**src/rtl/key_event_tracker.sv**
```systemverilog
// Keyboard front-end: matches HID usage codes in a multi-slot keycode word, debounces each key
// on frame ticks and produces registered level, press, release and auto-repeat outputs.
module key_event_tracker #(
  parameter int SLOTS         = 4,
  parameter int KEY_W         = 8,
  parameter int NUM_KEYS      = 7,
  parameter logic [NUM_KEYS*KEY_W-1:0] KEY_CODES =
    {8'h28, 8'h0B, 8'h2C, 8'h07, 8'h16, 8'h04, 8'h1A},
  parameter int DEBOUNCE      = 2,
  parameter int REPEAT_DELAY  = 30,
  parameter int REPEAT_PERIOD = 6
) (
  input  logic                   Clk,
  input  logic                   Reset_n,
  input  logic                   tick,
  input  logic [SLOTS*KEY_W-1:0] keycode,
  output logic [NUM_KEYS-1:0]    key_held,
  output logic [NUM_KEYS-1:0]    key_press,
  output logic [NUM_KEYS-1:0]    key_release,
  output logic [NUM_KEYS-1:0]    key_repeat,
  output logic                   any_held,
  output logic                   rollover_err
);

  localparam int DB_W = $clog2(DEBOUNCE + 1);
  localparam int RP_W = (REPEAT_DELAY > 0) ? $clog2(REPEAT_DELAY + 1) : 1;
  localparam logic [KEY_W-1:0] ROLLOVER_CODE = {{(KEY_W-1){1'b0}}, 1'b1};
  localparam logic [DB_W-1:0]  DB_TARGET     = DB_W'(DEBOUNCE);
  localparam logic [RP_W-1:0]  RP_DELAY      = RP_W'(REPEAT_DELAY);
  localparam logic [RP_W-1:0]  RP_RELOAD     =
    (REPEAT_DELAY >= REPEAT_PERIOD) ? RP_W'(REPEAT_DELAY - REPEAT_PERIOD) : {RP_W{1'b0}};

  logic [NUM_KEYS-1:0] raw_s;
  logic                rollover_s;

  logic [NUM_KEYS-1:0] held_q, held_d;
  logic [NUM_KEYS-1:0] press_q, press_d;
  logic [NUM_KEYS-1:0] release_q, release_d;
  logic [NUM_KEYS-1:0] repeat_q, repeat_d;
  logic                any_held_q, any_held_d;
  logic                rollover_q, rollover_d;
  logic [DB_W-1:0]     db_cnt_q [NUM_KEYS];
  logic [DB_W-1:0]     db_cnt_d [NUM_KEYS];
  logic [RP_W-1:0]     rp_cnt_q [NUM_KEYS];
  logic [RP_W-1:0]     rp_cnt_d [NUM_KEYS];

  // Code 0 marks an unused key entry, so it must never match an empty slot.
  always_comb begin
    raw_s      = {NUM_KEYS{1'b0}};
    rollover_s = 1'b0;
    for (int s = 0; s < SLOTS; s++) begin
      rollover_s = rollover_s | (keycode[s*KEY_W +: KEY_W] == ROLLOVER_CODE);
      for (int k = 0; k < NUM_KEYS; k++) begin
        raw_s[k] = raw_s[k] |
                   ((KEY_CODES[k*KEY_W +: KEY_W] != {KEY_W{1'b0}}) &&
                    (keycode[s*KEY_W +: KEY_W] == KEY_CODES[k*KEY_W +: KEY_W]));
      end
    end
  end

  always_comb begin
    logic [DB_W-1:0] db_inc;
    logic [RP_W-1:0] rp_inc;
    held_d     = held_q;
    press_d    = {NUM_KEYS{1'b0}};
    release_d  = {NUM_KEYS{1'b0}};
    repeat_d   = {NUM_KEYS{1'b0}};
    rollover_d = rollover_q;
    db_cnt_d   = db_cnt_q;
    rp_cnt_d   = rp_cnt_q;
    db_inc     = {DB_W{1'b0}};
    rp_inc     = {RP_W{1'b0}};
    if (tick) begin
      rollover_d = rollover_s;
      if (!rollover_s) begin
        for (int k = 0; k < NUM_KEYS; k++) begin
          db_inc = db_cnt_q[k] + 1'b1;
          if (raw_s[k] == held_q[k]) begin
            db_cnt_d[k] = {DB_W{1'b0}};
          end else if (db_inc == DB_TARGET) begin
            held_d[k]    = raw_s[k];
            db_cnt_d[k]  = {DB_W{1'b0}};
            press_d[k]   = raw_s[k];
            release_d[k] = ~raw_s[k];
          end else begin
            db_cnt_d[k] = db_inc;
          end

          // The press tick is count 0, so a repeat can never share a cycle with a press.
          if (!held_d[k] || !held_q[k] || (REPEAT_DELAY == 0)) begin
            rp_cnt_d[k] = {RP_W{1'b0}};
          end else begin
            rp_inc = (rp_cnt_q[k] == {RP_W{1'b1}}) ? rp_cnt_q[k] : rp_cnt_q[k] + 1'b1;
            if (rp_inc == RP_DELAY) begin
              repeat_d[k] = 1'b1;
              rp_cnt_d[k] = RP_RELOAD;
            end else begin
              rp_cnt_d[k] = rp_inc;
            end
          end
        end
      end else begin
        rollover_d = 1'b1;
      end
    end else begin
      rollover_d = rollover_q;
    end
    any_held_d = |held_d;
  end

  // State and registered outputs; reset wins over a coincident tick.
  always_ff @(posedge Clk) begin
    if (!Reset_n) begin
      held_q     <= {NUM_KEYS{1'b0}};
      press_q    <= {NUM_KEYS{1'b0}};
      release_q  <= {NUM_KEYS{1'b0}};
      repeat_q   <= {NUM_KEYS{1'b0}};
      any_held_q <= 1'b0;
      rollover_q <= 1'b0;
      for (int k = 0; k < NUM_KEYS; k++) begin
        db_cnt_q[k] <= {DB_W{1'b0}};
        rp_cnt_q[k] <= {RP_W{1'b0}};
      end
    end else begin
      held_q     <= held_d;
      press_q    <= press_d;
      release_q  <= release_d;
      repeat_q   <= repeat_d;
      any_held_q <= any_held_d;
      rollover_q <= rollover_d;
      db_cnt_q   <= db_cnt_d;
      rp_cnt_q   <= rp_cnt_d;
    end
  end

  assign key_held     = held_q;
  assign key_press    = press_q;
  assign key_release  = release_q;
  assign key_repeat   = repeat_q;
  assign any_held     = any_held_q;
  assign rollover_err = rollover_q;

endmodule

```
**config.mk**
```make
export PLATFORM = sky130hd
export DESIGN_NAME = key_event_tracker
export DESIGN_NICKNAME = d
export VERILOG_FILES = /design/src/rtl/key_event_tracker.sv
export SDC_FILE = /design/constraint.sdc
export NUM_CORES = 1
export LEC_CHECK = 0
export BUFFER_PORTS_ARGS = -buffer_cell sky130_fd_sc_hd__buf_2
export CORE_UTILIZATION = 57
export DETAILED_ROUTE_END_ITERATION = 10
export PLACE_DENSITY = 0.8
export SYNTH_ARGS = -nofsm -noshare
export SYNTH_HDL_FRONTEND = slang
export SYNTH_SLANG_ARGS = --single-unit
```
**constraint.sdc**
```tcl
create_clock -name Clk -period 3.1 [get_ports Clk]
set_input_delay 0.31 -clock Clk [delete_from_list [all_inputs] [get_ports Clk]]
set_output_delay 0.31 -clock Clk [all_outputs]
set_load 0.05 [all_outputs]
```
==> results_dict.tcl, run 1 <==
set metrics [dict create \
    gp_routability_congestion 0.8355 \
    critPathMostFrequentCell "or4b_4" \
    ys_ff_latch 79 \
    critPathCaptureType "flip-flop" \
    sequentialPowerShare_pct 47.3 \
    syn_inst 509 \
    synthArstFlopShare_pct 0 \
    final_common_cell "dfxtp_1" \
    cp_data_arrival_time_ns 2.53 \
    grt_usage_pct 26.00 \
    drive_gt1_share_pct 19.10 \
    p_sw_share_pct 21.25 \
    synth_cell_types 68 \
    peakVddDrop_mv 0.2943 \
    startpoint_type "primary input" \
    finalHoldViolations 0 \
    wl_mm 9.805 \
    final_util_pct 68.16 \
    num_rows 31 \
    clock_path_buffers 2 \
    ys_seq_area_share_pct 37.06 \
    cp_top_family "simple AND/OR/NAND/NOR gates" \
    period_minus_slack_ns 2.289 \
    cts_root_buf "clkbuf_8" \
    first_iter_violations 239 \
    crit_buf_inv 1 \
    hold_class "primary input to flip-flop" \
    critPathMaxFanout 24 \
    die_y_um 88.53 \
    die_area_um2 7838 \
    internal-power_mw 1.700 \
    core-area_um2 7253 \
    power-per-cell-area_nw_per_um2 436.6 \
    synth_flop_cell "dfxtp_1" \
    path_cells "buf_2, or4b_4, or4b_4, and3_4, nand2_8, nor2_2, mux2_4, o31a_1" \
    dpl.hpwl_mm 7.149 \
    synthesis.area_per_instance_um2 8.385 \
    final_cell_count_no_fill 680 \
    diodes 0 \
    slowest_delay_ns 0.55 \
    power.leakage_nw 1.981 \
    wl_per_cell_um 14.42 \
    clockPowerShare_pct 46.8 \
    grt_antenna_before_repair 0 \
    switchingPower_uw 458.7 \
    synth-edff-count 0 \
    fmax_mhz 436.8 \
    status "complete, no violations" \
    postCtsHoldBufs 0 \
    crit_type "primary input to flip-flop" \
    nets 620 \
    p_comb_share_pct 5.9 \
    drv_cap 0 \
    insertion_delay_ns 0.35 \
    skew_ns 0.007021 \
    areaGrowthSynthToFinish_pct 15.83 \
    ctsHtreeMaxLevel 3 \
    placement.io_buffers 64 \
    rsz0062_at_grt "false" \
    ioPinCount 65 \
    grt_pass1_vias 3564 \
    drc 0 \
    final_max_slew_viol_count 0 \
    finalCritPeriodShare_pct 73.85 \
    grt_pass1_wl_mm 15.74 \
    slew_headroom_pct 43.47 \
    synth_warnings 0 \
    final_cell_mix "79 x dfxtp_1, 64 x buf_2, 60 x nand2_1" \
    drt.antenna.violating_nets 0 \
    grt_max_degree 25 \
    numCtsBuffers 9 \
    grt_overflow 0 \
    synth_fp_nets 552 \
    cts_setup_buffers 0 \
    vias 4066 \
    finalSetupViolations 0 \
    synth_area_um2 4268 \
    cts_resized 0 \
    initial_core_util_pct 58.84 \
    worst_path_max_delay_cell "or4b_4" \
    clk_pin_slew_ns 0.08 \
    clock-sinks 79 \
    drt_first_pass_iters 5 \
    fin_setup_tns_ns 0 \
    place_inst 665 \
    required_ns 3.34 \
    cts_tree "yes" \
    die_w_um 88.53 \
    worstMarginPinSlew_ns 0.8410 \
    via_per_inst 5.979 \
]
-- sequential cells by signal, indices dropped and copies added (netlist names) --
name	count
rp_cnt_q	35
key_held	7
key_repeat	7
db_cnt_q	14
key_release	7
any_held	1
key_press	7
rollover_err	1
-- layout make-up --
class | count | area (um^2)
Clock buffer | 10 | 137.6
Tap cell | 99 | 123.9
Inverter | 10 | 37.54
Sequential cell | 79 | 1582
Multi-Input combinational cell | 407 | 2569
Clock inverter | 5 | 128.9
Fill cell | 640 | 2310
Timing Repair Buffer | 70 | 365.4
-- power by group through the flow --
stage               Combinational (mW)  Clock (mW)  Sequential (mW)
floorplan                       0.0725           0             1.05
global placement                 0.120           0             1.04
detailed placement               0.125           0             1.04
CTS                              0.126        1.02             1.02
global route                     0.139        1.07             1.02
finish                           0.127        1.01             1.02
-- Yosys cell counts, types with 3 or more instances --
cell	count	area, um^2
dfxtp_1	79	1582
nand2_1	60	225.2
nor2_1	43	161.4
a21oi_1	34	170.2
nor3_1	28	140.1
nand2b_1	20	125.1
nand3_1	18	90.09
o21ai_0	18	90.09
nand4_1	13	81.33
nor4_1	12	75.07
a21o_1	11	82.58
a31oi_1	11	68.82
nor2b_1	10	62.56
and3_1	9	56.30
inv_1	9	33.78
xor2_1	9	78.83
ha_1	8	100.1
and4_1	7	61.31
nor4b_1	6	52.55
o31ai_1	6	45.04
o31a_1	5	43.79
or4_1	5	37.54
a22o_1	4	35.03
and2_1	4	25.02
buf_2	4	20.02
clkbuf_1	4	15.01
nand3b_1	4	30.03
xnor2_1	4	35.03
a41oi_1	3	26.28
buf_4	3	22.52
nor2_2	3	18.77
o2111ai_1	3	26.28
o21a_1	3	22.52
or4b_1	3	30.03
-- final timing paths --
path / from / to / slack, ns / cells after the start
worst max register to register: rp_cnt_q[5] / rp_cnt_q[7] / 1.02 / 8
worst min-delay path: tick / rollover_err / 0.22 / 3
worst max-delay path: keycode[5] / any_held / 0.81 / 8
worst min register to register: rollover_err / rollover_err / 0.47 / 2
-- per-stage QoR --
step / power (mW) / worst slack (ns) / area, um^2 / hold WS (ns)
CTS: 2.171 / 0.8178 / 4943 / 0.2206
detailed placement: 1.169 / 0.4472 / 4677 / 0.4584
global route: 2.230 / 0.7453 / 4943 / 0.2435
floorplan: 1.119 / 0.7407 / 4268 / 0.4258
global placement: 1.164 / 0.4954 / 4677 / 0.4524
finish: 2.158 / 0.8107 / 4943 / 0.2205
-- per-layer routing --
metal  part of all wire (%)  vias up  track usage, %
met4                    1.9        0           10.26
met2                     48      123           43.64
met5                      0        -               0
met3                    4.8       14           5.224
li1                       -     2038               -
met1                     45     1891           32.83
-- cell families (layout without fill, tap and decap cells) --
logic type / after synthesis / count (layout) / share of synthesized area (%)
buffers and inverters: 23 / 95 / 2.755
AOI/OAI and AO/OA: 117 / 117 / 19.38
DFF: 79 / 79 / 37.06
xor gates and xnor gates: 13 / 13 / 2.668
muxes: 4 / 4 / 1.114
adders and majority gates: 8 / 8 / 2.345
and+or+nand+nor: 265 / 265 / 34.68
-- worst reg2reg max path, cell delays in order, from the launching register on --
cell       delay (ns)
dfxtp_1          0.43
ha_1             0.26
and3_1           0.26
nand2_1          0.11
and2_1           0.19
o2111ai_1        0.24
nand4_1          0.19
a31oi_1          0.21
o22a_1           0.15
Power figures use the tool's default switching activity.
==> run 2, diff against run 1 <==
--- a/config.mk
+++ b/config.mk
@@ -6,9 +6,9 @@
 export NUM_CORES = 1
 export LEC_CHECK = 0
 export BUFFER_PORTS_ARGS = -buffer_cell sky130_fd_sc_hd__buf_2
-export CORE_UTILIZATION = 57
+export CORE_UTILIZATION = 52
 export DETAILED_ROUTE_END_ITERATION = 10
-export PLACE_DENSITY = 0.8
+export PLACE_DENSITY = 0.77
 export SYNTH_ARGS = -nofsm -noshare
 export SYNTH_HDL_FRONTEND = slang
 export SYNTH_SLANG_ARGS = --single-unit
==> constraint.sdc (replaced) <==
create_clock -name Clk -period 2 [get_ports Clk]
set_input_delay 0.2 -clock Clk [delete_from_list [all_inputs] [get_ports Clk]]
set_output_delay 0.2 -clock Clk [all_outputs]
set_load 0.05 [all_outputs]
==> run 2 against run 1 <==
  * The flow now finishes with violations (setup timing)
  * Clock-buffer cell count is 1 higher
  * First-iteration DRC count shrank 25%
  * Worst hold slack got worse by 0.074 ns
  * Design area rose by 14%
  * Power rose by 56%
  * Clock power increased by 49%
  * Flip-flop and latch count stayed put
  * Sequential share of layout area is 3.8 points lower
  * Register-to-register slack worse by 0.94 ns
  * Cell count is 11% higher
  * Core utilization up 3.8 points
  * Critical path type unchanged
  * Largest cell class unchanged
  * Largest power group unchanged
==> results_dict.tcl, run 2 (synthesized netlist as in run 1, its figures left out) <==
set metrics [dict create \
    status "finished, violations left" \
    violations "setup timing" \
    min_path_cells 3 \
    drv_cap 0 \
    holdPathEnd "rollover_err" \
    areaGrowthSynthToFinish_pct 32.28 \
    top_usage_layer "met2" \
    required_ns 2.26 \
    fmax_mhz 490.6 \
    fin_setup_tns_ns -0.03830 \
    final_util_pct 71.94 \
    reg2reg_to "rp_cnt_q[26]" \
    rsz0062_at_grt "true" \
    grt_util_met3_pct 5.747 \
    multi_input_area_um2 2671 \
    critPathCaptureType "flip-flop" \
    wl_per_cell_um 14.97 \
    ff2ff_setup_slack_ns 0.08 \
    dpl.hpwl_mm 8.238 \
    dpl_cell_area_um2 5216 \
    top_regs "rp_cnt_q (35), db_cnt_q (14)" \
    nets 694 \
    hold_class "primary input to flip-flop" \
    postCtsHoldBufs 0 \
    clk_pin_slew_ns 0.08 \
    fin_area_um2 5645 \
    diodes 0 \
    grt_max_degree 18 \
    finalCritPeriodShare_pct 101.9 \
    grt_usage_pct 26.31 \
    die_area_um2 8574 \
    insertion_delay_ns 0.36 \
    critPathMaxFanout 6 \
    finalHoldViolations 0 \
    power.leakage_nw 2.356 \
    grtUsageMet2_pct 46.23 \
    cts_tree "yes" \
    cp_data_arrival_time_ns 2.29 \
    die_w_um 92.60 \
    finalSetupViolations 1 \
    drt_first_pass_iters 5 \
    reg2reg_from "rp_cnt_q[26]" \
    startpoint "keycode[22]" \
    timing.final.ws_setup_ns -0.03830 \
    power-per-cell-area_nw_per_um2 595.7 \
    grt_antenna_before_repair 0 \
    crit_type "primary input to flip-flop" \
    peakVddDrop_mv 0.4111 \
    slew_headroom_pct 48.85 \
    skew_ns 0.01142 \
    initial_core_util_pct 54.38 \
    grt_overflow 0 \
    grt_pass1_vias 4051 \
    cts_root_buf "clkbuf_8" \
    wl_mm 11.35 \
    die_y_um 92.60 \
    fillers 625 \
    clock-sinks 79 \
    hold_slack_ns 0.1460 \
    use_met1_pct 31.56 \
    clock_path_buffers 2 \
    final_common_cell "buf_4" \
    num_rows 32 \
    core-area_um2 7848 \
    period_minus_slack_ns 2.038 \
    worstHoldStart "tick" \
    final_cell_mix "77 x buf_4, 75 x dfxtp_1, 62 x buf_2" \
    final_max_slew_viol_count 0 \
    drc 0 \
    startpoint_type "primary input" \
    seqCellArea_um2 1592 \
    drt.antenna.violating_nets 0 \
    numCtsBuffers 9 \
    largest_reg_flops 35 \
    placement.io_buffers 64 \
    grt_pass1_wl_mm 18.00 \
    largest_register "rp_cnt_q" \
    ctsHtreeMaxLevel 3 \
    via_per_inst 5.934 \
    vias 4498 \
    gp_routability_congestion 0.8769 \
    worstMarginPinSlew_ns 0.7602 \
    ioPinCount 65 \
    drive_gt1_share_pct 31.86 \
    first_iter_violations 179 \
    rr_worst_depth 8 \
]
[run 2: cell count changes in the layout (fill, tap and decap cells not counted), moves of 3 or more]
| cell | previous run | this run |
|---|---|---|
| buf_4 | 6 | 77 |
| buf_6 | 0 | 3 |
| dfxtp_1 | 79 | 75 |
| nand2_1 | 60 | 57 |
| nor3_1 | 28 | 23 |
| nor3_2 | 0 | 5 |
| o21ai_0 | 18 | 15 |
| o21ai_1 | 0 | 3 |
[run 2: how the worst max path moves through the flow]
stage	end	slack (ns)
2_1_floorplan	any_held	-0.21
3_3_place_gp	any_held	-0.36
3_5_place_dp	rp_cnt_q[32]	-0.40
4_1_cts	any_held	0.0007
5_1_grt	any_held	-0.07
6_report	any_held	-0.04
[run 2: worst max-delay path: stages]
cell,delay [ns]
buf_6,0.09
or4b_4,0.53
or4b_4,0.55
and2_4,0.19
nand2_8,0.09
nor2_2,0.04
mux2_4,0.30
o31a_1,0.29
[run 2: final cells by class]
cell class	instances	share of cell area, %
inverter	10	0.6649
timing repair buffer	144	17.04
tap	102	2.261
clock inverter	5	1.840
multi-input combinational	407	47.32
sequential	79	28.19
clock buffer	11	2.682
[run 2: what timing repair did]
item	4_1_cts	5_1_grt
gates resized for setup	0	29
cloned	0	0
buffers inserted	1	7
pin swaps	1	10
endpoints found under the hold margin	0	0
setup endpoints to repair	1	21
[run 2: metrics by stage]
stage	power, mW	std cells	worst slack (ns)
6_report	3.363	758	-0.03830
5_1_grt	3.470	758	-0.06684
4_1_cts	3.357	751	0.0007003
3_5_place_dp	1.879	734	-0.3979
3_3_place_gp	1.869	734	-0.3551
2_1_floorplan	1.740	509	-0.2109
[run 2: where the power goes]
group | switching [mW] | internal (mW) | total, mW
Sequential | 0.00475 | 1.57 | 1.58
Clock | 0.606 | 0.898 | 1.50
Combinational | 0.148 | 0.134 | 0.282
Total | 0.758 | 2.60 | 3.36
[run 2: layer usage]
metal / share of wire (%) / routed length (um)
met1: 43 / 4860
met2: 50 / 5687
met3: 4.6 / 527
met4: 2.4 / 271
met5: 0 / 0
==> run 3, diff against run 2 <==
--- a/config.mk
+++ b/config.mk
@@ -8,6 +8,7 @@
 export BUFFER_PORTS_ARGS = -buffer_cell sky130_fd_sc_hd__buf_2
 export CORE_UTILIZATION = 52
 export DETAILED_ROUTE_END_ITERATION = 10
+export MAX_ROUTING_LAYER = met4
 export PLACE_DENSITY = 0.77
 export SYNTH_ARGS = -nofsm -noshare
 export SYNTH_HDL_FRONTEND = slang
==> run 3 against run 2 <==
  * Via count fell by 0.49%
  * Die area did not move
  * Critical endpoint unchanged
  * Cell count fell by 0.13%
  * Global-route usage rose by 0.79 points
  * Flip-flop and latch count did not move
  * The run still ends with setup timing left
  * Non-clock buffer count fell by 1
  * Sequential power barely moved
  * First-iteration DRC count rose by 12%
  * Sequential share of layout area rose by 0.069 points
  * Wire length rose by 0.44%
  * Design area fell by 0.24%
==> results_dict.tcl, run 3 (synthesized netlist as in run 1, its figures left out) <==
set metrics [dict create \
    ff2ff_setup_slack_ns 0.07 \
    post-place-ws_ns -0.3979 \
    nets 693 \
    grt_pass1_vias 4049 \
    cp_top_family "simple AND/OR/NAND/NOR gates" \
    drt.antenna.violating_nets 0 \
    slowest_delay_ns 0.55 \
    largest_register "rp_cnt_q" \
    worstHoldStart "tick" \
    drc 0 \
    rsz0062_at_grt "true" \
    skew_ns 0.01083 \
    ctsHtreeMaxLevel 3 \
    cp_data_arrival_time_ns 2.30 \
    multi_input_area_um2 2665 \
    die_y_um 92.60 \
    fillers 628 \
    vias 4476 \
    finalCritPeriodShare_pct 102.1 \
    seqCellArea_um2 1592 \
    worstMarginPinSlew_ns 0.8176 \
    drv_cap 0 \
    power-per-cell-area_nw_per_um2 595.4 \
    dpl.hpwl_mm 8.238 \
    hold_class "primary input to flip-flop" \
    reg2reg_to "rp_cnt_q[26]" \
    grt_usage_pct 27.10 \
    grt_antenna_before_repair 0 \
    numCtsBuffers 9 \
    grt_pass1_wl_mm 18.02 \
    areaGrowthSynthToFinish_pct 31.96 \
    final_cell_mix "76 x buf_4, 75 x dfxtp_1, 62 x buf_2" \
    startpoint_type "primary input" \
    final_max_slew_viol_count 0 \
    top_regs "rp_cnt_q (35), db_cnt_q (14)" \
    clock_path_buffers 2 \
    min_path_cells 3 \
    critPathMaxFanout 6 \
    rr_worst_depth 8 \
    worst_path_max_delay_cell "or4b_4" \
    fmax_mhz 489.5 \
    status "finished, violations left" \
    critPathMostFrequentCell "or4b_4" \
    placement.io_buffers 64 \
    holdPathEnd "rollover_err" \
    grt_max_degree 18 \
    die_area_um2 8574 \
    postCtsHoldBufs 0 \
    drt_first_pass_iters 5 \
    core-area_um2 7848 \
    fin_setup_tns_ns -0.04277 \
    path_cells "buf_6, or4b_4, or4b_4, and2_4, nand2_8, nor2_2, mux2_4, o31a_1" \
    slew_headroom_pct 44.99 \
    first_iter_violations 201 \
    place_inst 734 \
    gp_routability_congestion 0.8914 \
    final_common_cell "buf_4" \
    reg2reg_from "rp_cnt_q[26]" \
    clk_pin_slew_ns 0.08 \
    finalSetupViolations 2 \
    largest_reg_flops 35 \
    crit_buf_inv 1 \
    crit_type "primary input to flip-flop" \
    violations "setup timing" \
    finalHoldViolations 0 \
    initial_core_util_pct 54.38 \
    ioPinCount 65 \
    insertion_delay_ns 0.36 \
    num_rows 32 \
    clock-sinks 79 \
    period_minus_slack_ns 2.043 \
    cts_root_buf "clkbuf_8" \
    wl_mm 11.40 \
    required_ns 2.26 \
    grt_overflow 0 \
    timing.final.ws_setup_ns -0.04272 \
    final_cell_count_no_fill 757 \
    die_w_um 92.60 \
    drive_gt1_share_pct 31.60 \
    diodes 0 \
    power.leakage_nw 2.351 \
    peakVddDrop_mv 0.4095 \
    critPathCaptureType "flip-flop" \
    via_per_inst 5.913 \
    wl_per_cell_um 15.05 \
    cts_tree "yes" \
]
## run 3: timing repair
item                       CTS  global route
gates resized for setup      0            28
pin swaps                    1            10
setup endpoints to repair    1            19
setup buffers                1             6
## run 3: worst max-delay path by stage
stage                      startpoint            to  slack (ns)  cells after the start
after floorplan            keycode[5]      any_held       -0.21                      7
after global placement     keycode[5]      any_held       -0.36                      8
after detailed placement   keycode[5]  rp_cnt_q[32]       -0.40                      9
after CTS                  keycode[5]      any_held      0.0007                      8
after global routing      keycode[22]      any_held       -0.07                      8
final                     keycode[22]      any_held       -0.04                      8
## run 3: power by group
group | leakage (nW) | total, mW | internal [mW] | switching (mW)
clock network | 0.130 | 1.49 | 0.897 | 0.596
logic | 1.58 | 0.281 | 0.133 | 0.148
registers | 0.639 | 1.58 | 1.57 | 0.00482
total | 2.35 | 3.35 | 2.60 | 0.749
## run 3: per-stage QoR
stage / total power [mW] / util [%] / hold slack, ns / area (um^2)
global route: 3.472 / 71.76 / 0.1430 / 5632
global placement: 1.869 / 66.47 / 0.4507 / 5216
CTS: 3.357 / 69.82 / 0.1110 / 5479
floorplan: 1.740 / - / 0.3158 / 4302
detailed placement: 1.879 / 66.47 / 0.4617 / 5216
finish: 3.353 / 71.76 / 0.1466 / 5632
## run 3: metal layers
metal  up-vias  global-route usage (%)  routed length (um)
li1       2186                       -                   -
met1      2129                   31.56                4932
met2       139                   46.23                5729
met3        22                   5.993                 503
met4         0                   8.854                 231
met5         -                       -                   0
## run 3: final cells by class
cell class	instances	area share [%]
Sequential cell	79	28.26
Timing Repair Buffer	143	16.95
Multi-Input combinational cell	407	47.32
Clock buffer	11	2.688
Inverter	10	0.6665
Tap cell	102	2.266
Clock inverter	5	1.844
## run 3: tightest hold or removal path: stages
cell and delay [ns]:
buf_2 0.15, nor2_1 0.06, nor2_1 0.07
